===== src/rtl/ram_access_controller.sv =====
// ram_access_controller
//
// Bus initiator between the CPU datapath and the 512-byte RAM. Takes one
// byte/halfword/word load or store at a time, converts the CPU byte address
// into the RAM word base address plus the A offset, sequences the RAM enable,
// waits for done, and returns zero/sign-extended load data with a one-cycle
// acknowledge. Misaligned accesses, illegal sizes and a RAM that never
// completes are reported through cpu_err alongside cpu_ack.
//
// Ports
//   clk, reset        : clock, synchronous active-high reset
//   cpu_req           : request strobe, sampled only when the controller is free
//   cpu_rw            : 1 = load, 0 = store
//   cpu_size          : 00 byte, 01 halfword, 10 word, 11 illegal
//   cpu_signed        : sign-extend byte/halfword loads
//   cpu_addr          : byte address
//   cpu_wdata         : store data, right-justified
//   cpu_busy          : controller is handling a request
//   cpu_ack           : one-cycle completion pulse
//   cpu_err           : error flag, valid with cpu_ack
//   cpu_rdata         : last successful load result
//   mem_enable        : RAM enable
//   mem_read_write    : RAM readWrite (1 read, 0 write)
//   mem_address       : RAM word base address
//   mem_data_in       : RAM write data
//   mem_mas           : RAM access size
//   mem_a             : RAM byte offset within the word
//   mem_data_out      : RAM read data
//   mem_done          : RAM completion flag
module ram_access_controller #(
    parameter int unsigned TIMEOUT_CYCLES = 16
) (
    input  logic        clk,
    input  logic        reset,
    input  logic        cpu_req,
    input  logic        cpu_rw,
    input  logic [1:0]  cpu_size,
    input  logic        cpu_signed,
    input  logic [8:0]  cpu_addr,
    input  logic [31:0] cpu_wdata,
    output logic        cpu_busy,
    output logic        cpu_ack,
    output logic        cpu_err,
    output logic [31:0] cpu_rdata,
    output logic        mem_enable,
    output logic        mem_read_write,
    output logic [8:0]  mem_address,
    output logic [31:0] mem_data_in,
    output logic [1:0]  mem_mas,
    output logic [1:0]  mem_a,
    input  logic [31:0] mem_data_out,
    input  logic        mem_done
);

    typedef enum logic [2:0] {
        S_IDLE,
        S_SETUP,
        S_ACCESS,
        S_DONE,
        S_FAULT
    } state_t;

    localparam int unsigned CNT_W = (TIMEOUT_CYCLES > 2) ? $clog2(TIMEOUT_CYCLES) : 1;
    localparam logic [CNT_W-1:0] LAST_CNT = CNT_W'(TIMEOUT_CYCLES - 1);

    state_t             r_state;
    logic               r_pending;
    logic               r_rw;
    logic [1:0]         r_size;
    logic               r_signed;
    logic [8:0]         r_addr;
    logic [31:0]        r_wdata;
    logic [CNT_W-1:0]   r_wait_cnt;

    logic               r_busy;
    logic               r_ack;
    logic               r_err;
    logic [31:0]        r_rdata;
    logic               r_mem_enable;
    logic               r_mem_rw;
    logic [8:0]         r_mem_address;
    logic [31:0]        r_mem_data_in;
    logic [1:0]         r_mem_mas;
    logic [1:0]         r_mem_a;

    logic               w_accept;
    logic               w_fault;
    logic [31:0]        w_load;

    // A request is taken in IDLE, and also on the edge that leaves DONE/FAULT
    // so back-to-back transactions lose no cycle.
    assign w_accept = cpu_req &&
                      (((r_state == S_IDLE) && !r_pending) ||
                       (r_state == S_DONE) || (r_state == S_FAULT));

    assign w_fault = (r_size == 2'b11) ||
                     ((r_size == 2'b01) && r_addr[0]) ||
                     ((r_size == 2'b10) && (r_addr[1:0] != 2'b00));

    always_comb begin
        w_load = mem_data_out;
        case (r_size)
            2'b00:   w_load = {{24{r_signed & mem_data_out[7]}},  mem_data_out[7:0]};
            2'b01:   w_load = {{16{r_signed & mem_data_out[15]}}, mem_data_out[15:0]};
            default: w_load = mem_data_out;
        endcase
    end

    always_ff @(posedge clk) begin
        if (reset) begin
            r_state       <= S_IDLE;
            r_pending     <= 1'b0;
            r_rw          <= 1'b0;
            r_size        <= 2'b00;
            r_signed      <= 1'b0;
            r_addr        <= '0;
            r_wdata       <= '0;
            r_wait_cnt    <= '0;
            r_busy        <= 1'b0;
            r_ack         <= 1'b0;
            r_err         <= 1'b0;
            r_rdata       <= '0;
            r_mem_enable  <= 1'b0;
            r_mem_rw      <= 1'b1;
            r_mem_address <= '0;
            r_mem_data_in <= '0;
            r_mem_mas     <= 2'b00;
            r_mem_a       <= 2'b00;
        end else begin
            case (r_state)
                S_IDLE: begin
                    // The captured request is classified one edge after capture;
                    // the chosen state's outputs are registered on entry.
                    if (r_pending) begin
                        r_pending <= 1'b0;
                        if (w_fault) begin
                            r_state <= S_FAULT;
                            r_ack   <= 1'b1;
                            r_err   <= 1'b1;
                        end else begin
                            r_state       <= S_SETUP;
                            r_mem_address <= {r_addr[8:2], 2'b00};
                            r_mem_a       <= ~r_addr[1:0];
                            r_mem_mas     <= r_size;
                            r_mem_rw      <= r_rw;
                            r_mem_data_in <= r_wdata;
                            r_mem_enable  <= 1'b0;
                        end
                    end else if (w_accept) begin
                        r_busy <= 1'b1;
                    end
                end

                S_SETUP: begin
                    r_state      <= S_ACCESS;
                    r_mem_enable <= 1'b1;
                    r_wait_cnt   <= '0;
                end

                S_ACCESS: begin
                    // done in the first enabled cycle may be left over from the
                    // previous access, so it only counts from wait_cnt >= 1.
                    if ((r_wait_cnt != '0) && mem_done) begin
                        r_state      <= S_DONE;
                        r_mem_enable <= 1'b0;
                        r_ack        <= 1'b1;
                        r_err        <= 1'b0;
                        if (r_rw) begin
                            r_rdata <= w_load;
                        end
                    end else if (r_wait_cnt == LAST_CNT) begin
                        r_state      <= S_DONE;
                        r_mem_enable <= 1'b0;
                        r_ack        <= 1'b1;
                        r_err        <= 1'b1;
                    end else begin
                        r_wait_cnt <= r_wait_cnt + 1'b1;
                    end
                end

                S_DONE, S_FAULT: begin
                    r_state <= S_IDLE;
                    r_ack   <= 1'b0;
                    r_err   <= 1'b0;
                    r_busy  <= w_accept;
                end

                default: begin
                    r_state      <= S_IDLE;
                    r_mem_enable <= 1'b0;
                    r_ack        <= 1'b0;
                    r_err        <= 1'b0;
                    r_busy       <= 1'b0;
                end
            endcase

            if (w_accept) begin
                r_pending <= 1'b1;
                r_rw      <= cpu_rw;
                r_size    <= cpu_size;
                r_signed  <= cpu_signed;
                r_addr    <= cpu_addr;
                r_wdata   <= cpu_wdata;
            end
        end
    end

    assign cpu_busy       = r_busy;
    assign cpu_ack        = r_ack;
    assign cpu_err        = r_err;
    assign cpu_rdata      = r_rdata;
    assign mem_enable     = r_mem_enable;
    assign mem_read_write = r_mem_rw;
    assign mem_address    = r_mem_address;
    assign mem_data_in    = r_mem_data_in;
    assign mem_mas        = r_mem_mas;
    assign mem_a          = r_mem_a;

endmodule


===== config.mk =====
export PLATFORM = sky130hd
export DESIGN_NAME = ram_access_controller
export DESIGN_NICKNAME = d
export VERILOG_FILES = /design/src/rtl/ram_access_controller.sv
export SDC_FILE = /design/constraint.sdc
export NUM_CORES = 1
export LEC_CHECK = 0
export BUFFER_PORTS_ARGS = -buffer_cell sky130_fd_sc_hd__buf_2
export CAP_MARGIN = 20
export CORE_MARGIN = 3
export CORE_UTILIZATION = 54
export CTS_CLUSTER_DIAMETER = 30
export DETAILED_ROUTE_END_ITERATION = 6
export GPL_TIMING_DRIVEN = 0
export PLACE_DENSITY = 0.84
export SLEW_MARGIN = 10
export SYNTH_ARGS = -nofsm -noshare
export SYNTH_HDL_FRONTEND = slang
export SYNTH_SLANG_ARGS = --single-unit
export TNS_END_PERCENT = 50

===== constraint.sdc =====
create_clock -name clk -period 3.8 [get_ports clk]
set_clock_uncertainty 0.2 [all_clocks]
set_input_delay 1.14 -clock clk [delete_from_list [all_inputs] [get_ports clk]]
set_output_delay 1.14 -clock clk [all_outputs]
set_load 0.05 [all_outputs]

==> metrics.cfg <==
[run_status]
status = finished clean

[routing]
drc = 0
routed_wl_mm = 14.6
vias = 5237
drtPass1Iterations = 5
wire_per_inst_um = 15.6
ant_nets = 0
drt_iter0_drc = 251
vias_per_cell = 5.58

[timing]
holdWs_ns = 0.250
tightest_slew_ns = 0.812
max_freq_mhz = 403
relSlewSlack_pct = 45.9
period_share_pct = 65.3
rsz0062_at_grt = no
slew_violations = 0
setup_tns_ns = 0
finalSetupViolations = 0
report.final.hold_viol_count = 0
finalCriticalPeriod_ns = 2.48

[clocking]
path_clk_slew_ns = 0.06
cts_buffer_depth = 2
hold_buffers = 0
cts_tree = done
cts_resized = 0
htree_num_levels = 4
numCtsBuffers = 17
clock_sinks = 133
cts-root-buf = clkbuf_8
clock_latency_ns = 0.52
post-cts-setup-buffers = 0

[setup_path]
reg2reg_to = mem_data_in[9]$_SDFFE_PP0P_
crit_path_max_fanout = 2
critPathBufInv = 1
slowest_stage = dfxtp_1
cp_cell_sequence = buf_2
critPathLaunch = cpu_rdata[14]$_SDFFE_PP0P_
max_stage_delay_ns = 0.34
crit_family = flip-flops
crit_path_start_kind = flip-flop
regToRegSetupSlack_ns = 1.36
worstSetupPathType = reg2out
end_kind = output pin
path_depth = 1
required_ns = 2.46
crit_path_end = cpu_rdata[14]
reg2reg_depth = 6
critPathArrivalTime_ns = 1.14
r2r_start = r_state[2]$_SDFFE_PP0P_

[floorplan]
core_um2 = 8980
io_pins = 163
dieArea_um2 = 10700
start_util_pct = 57.0
die_h_um = 103
die_w_um = 103
fp-row-count = 34

[yosys]
syn_area_um2 = 5110
yosysTopAreaCell = dfxtp_1
synth-seq-area-share_pct = 52.1
ys.warnings.count = 0
synth_top_area_share_pct = 52.1
synth.distinct_cells = 48
ys_ff_latch = 133
postSynthCellCount = 619
synth_edf_count = 0
syn-mean-instance-area_um2 = 8.26
async_flop_share_pct = 0
synth_area_leaders = dfxtp_1 52%, a21oi_1 10%, nand2_1 7.7%
ys.flop_type = dfxtp_1

[hold_path]
hold_path.class = reg2reg

[run]
drv_cap = 0

[grt]
gr-total-overflow = 0
grt_pass1_vias = 5047
grt_antenna_before_repair = 0
grt_pass1_wl_mm = 23.5
grt_usage_pct = 27.9
grt_max_degree = 17

[cells_and_area]
drive_gt1_share_pct = 27.3
diodes = 0
final_common_cell = buf_2
fillers = 665
layout_common_cells = 176 x buf_2, 133 x dfxtp_1, 105 x nand2_1
area_growth_pct = 29.9
nets = 882

[pwr]
p_per_area_nw_per_um2 = 550
ir_drop_uv = 369
p_switching_uw = 1100
seqPwrFrac_pct = 41.8
pwr-share-comb_pct = 16.3
leakagePower_uw = 0.00275
p_int_uw = 2560
clockPowerShare_pct = 41.9
swShare_pct = 30.0

[place]
hpwlAfterDp_mm = 10.5
gp_congestion = 0.875
port_buffers = 160

==> through the flow <==
| stage | util [%] | std cells | total power [uW] | setup slack (ns) | cell area [um^2] |
|---|---|---|---|---|---|
| 3_5_place_dp | 67.7 | 906 | 2130 | 0.849 | 6080 |
| 2_1_floorplan | - | 620 | 1950 | 1.26 | 5120 |
| 4_1_cts | 74.0 | 938 | 3650 | 1.31 | 6640 |
| 6_report | 74.0 | 938 | 3660 | 1.32 | 6640 |
| 5_1_grt | 74.0 | 938 | 3790 | 1.14 | 6640 |
| 3_3_place_gp | 67.7 | 906 | 2110 | 0.927 | 6080 |
==> worst min-delay path, delay by kind of cell, from the launching register on <==
kind | cells | cell delay [ns]
AOI/OAI and AO/OA | 1 | 0.05
DFF | 1 | 0.31
and+or+nand+nor | 1 | 0.05
==> logic make-up (layout without fill, tap and decap cells) <==
family | Yosys count | count (layout) | synth area share (%)
simple gates | 225 | 225 | 19.8
compound gates | 185 | 185 | 20.4
flops | 133 | 133 | 52.1
buf+inv | 63 | 255 | 5.16
mux | 10 | 10 | 1.98
fa+ha+maj | 2 | 2 | 0.489
other cells | 1 | 2 | 0.0733
==> power groups by stage <==
stage          Sequential (uW)  Clock [uW]  Combinational, uW
3_5_place_dp              1550           0                578
3_3_place_gp              1550           0                559
6_report                  1530        1530                595
4_1_cts                   1530        1540                588
5_1_grt                   1530        1610                652
2_1_floorplan             1630           0                323
==> cell type report <==
class | instances | area [um^2] | area share, %
multi-input cells | 424 | 2190 | 33.0
clock buffers | 19 | 442 | 6.65
inverters | 7 | 26.3 | 0.395
repair buffers | 160 | 801 | 12.1
clock inverters | 13 | 125 | 1.88
well taps | 126 | 158 | 2.37
flip-flops and latches | 133 | 2660 | 40.1
plain buffers | 56 | 238 | 3.58
==> Yosys cell counts (4+ instances only) <==
| library cell | instances |
|---|---|
| a21oi_1 | 103 |
| nor2_1 | 36 |
| o21ai_0 | 48 |
| dfxtp_1 | 133 |
| a211oi_1 | 17 |
| buf_2 | 16 |
| nand2_1 | 105 |
| clkbuf_1 | 37 |
| nand3_1 | 48 |
| nand2b_1 | 4 |
| nor3_1 | 11 |
| inv_1 | 7 |
| mux2i_1 | 9 |
==> sequential cells by signal (all words and copies together) (netlist names) <==
name	flops
r_addr	9
r_wait_cnt	4
r_state	3
mem_read_write	1
cpu_err	1
r_pending	1
mem_data_in	32
cpu_rdata	32
cpu_ack	1
mem_a	2
r_size	2
mem_enable	1
mem_mas	2
r_signed	1
cpu_busy	1
r_wdata	32
mem_address	7
r_rw	1
==> routing by layer <==
layer	part of all wire, %	GRT usage (%)
met2	50	47.4
met1	40	33.2
met4	3.2	13.6
met5	0	0
met3	6.9	6.57
==> how the worst min path moves through the flow <==
stage | cells after the start | slack, ns | to | from
6_report | 2 | 0.25 | mem_data_in[23]$_SDFFE_PP0P_ | mem_data_in[23]$_SDFFE_PP0P_
2_1_floorplan | 2 | 0.23 | mem_address[2]$_SDFFE_PP0P_ | r_addr[2]$_SDFFE_PP0P_
4_1_cts | 2 | 0.25 | mem_data_in[18]$_SDFFE_PP0P_ | r_wdata[18]$_SDFFE_PP0P_
3_3_place_gp | 2 | 0.23 | mem_address[8]$_SDFFE_PP0P_ | r_addr[8]$_SDFFE_PP0P_
3_5_place_dp | 2 | 0.24 | mem_data_in[18]$_SDFFE_PP0P_ | r_wdata[18]$_SDFFE_PP0P_
5_1_grt | 2 | 0.27 | mem_data_in[5]$_SDFFE_PP0P_ | mem_data_in[5]$_SDFFE_PP0P_
(Power assumes the default switching activity.)
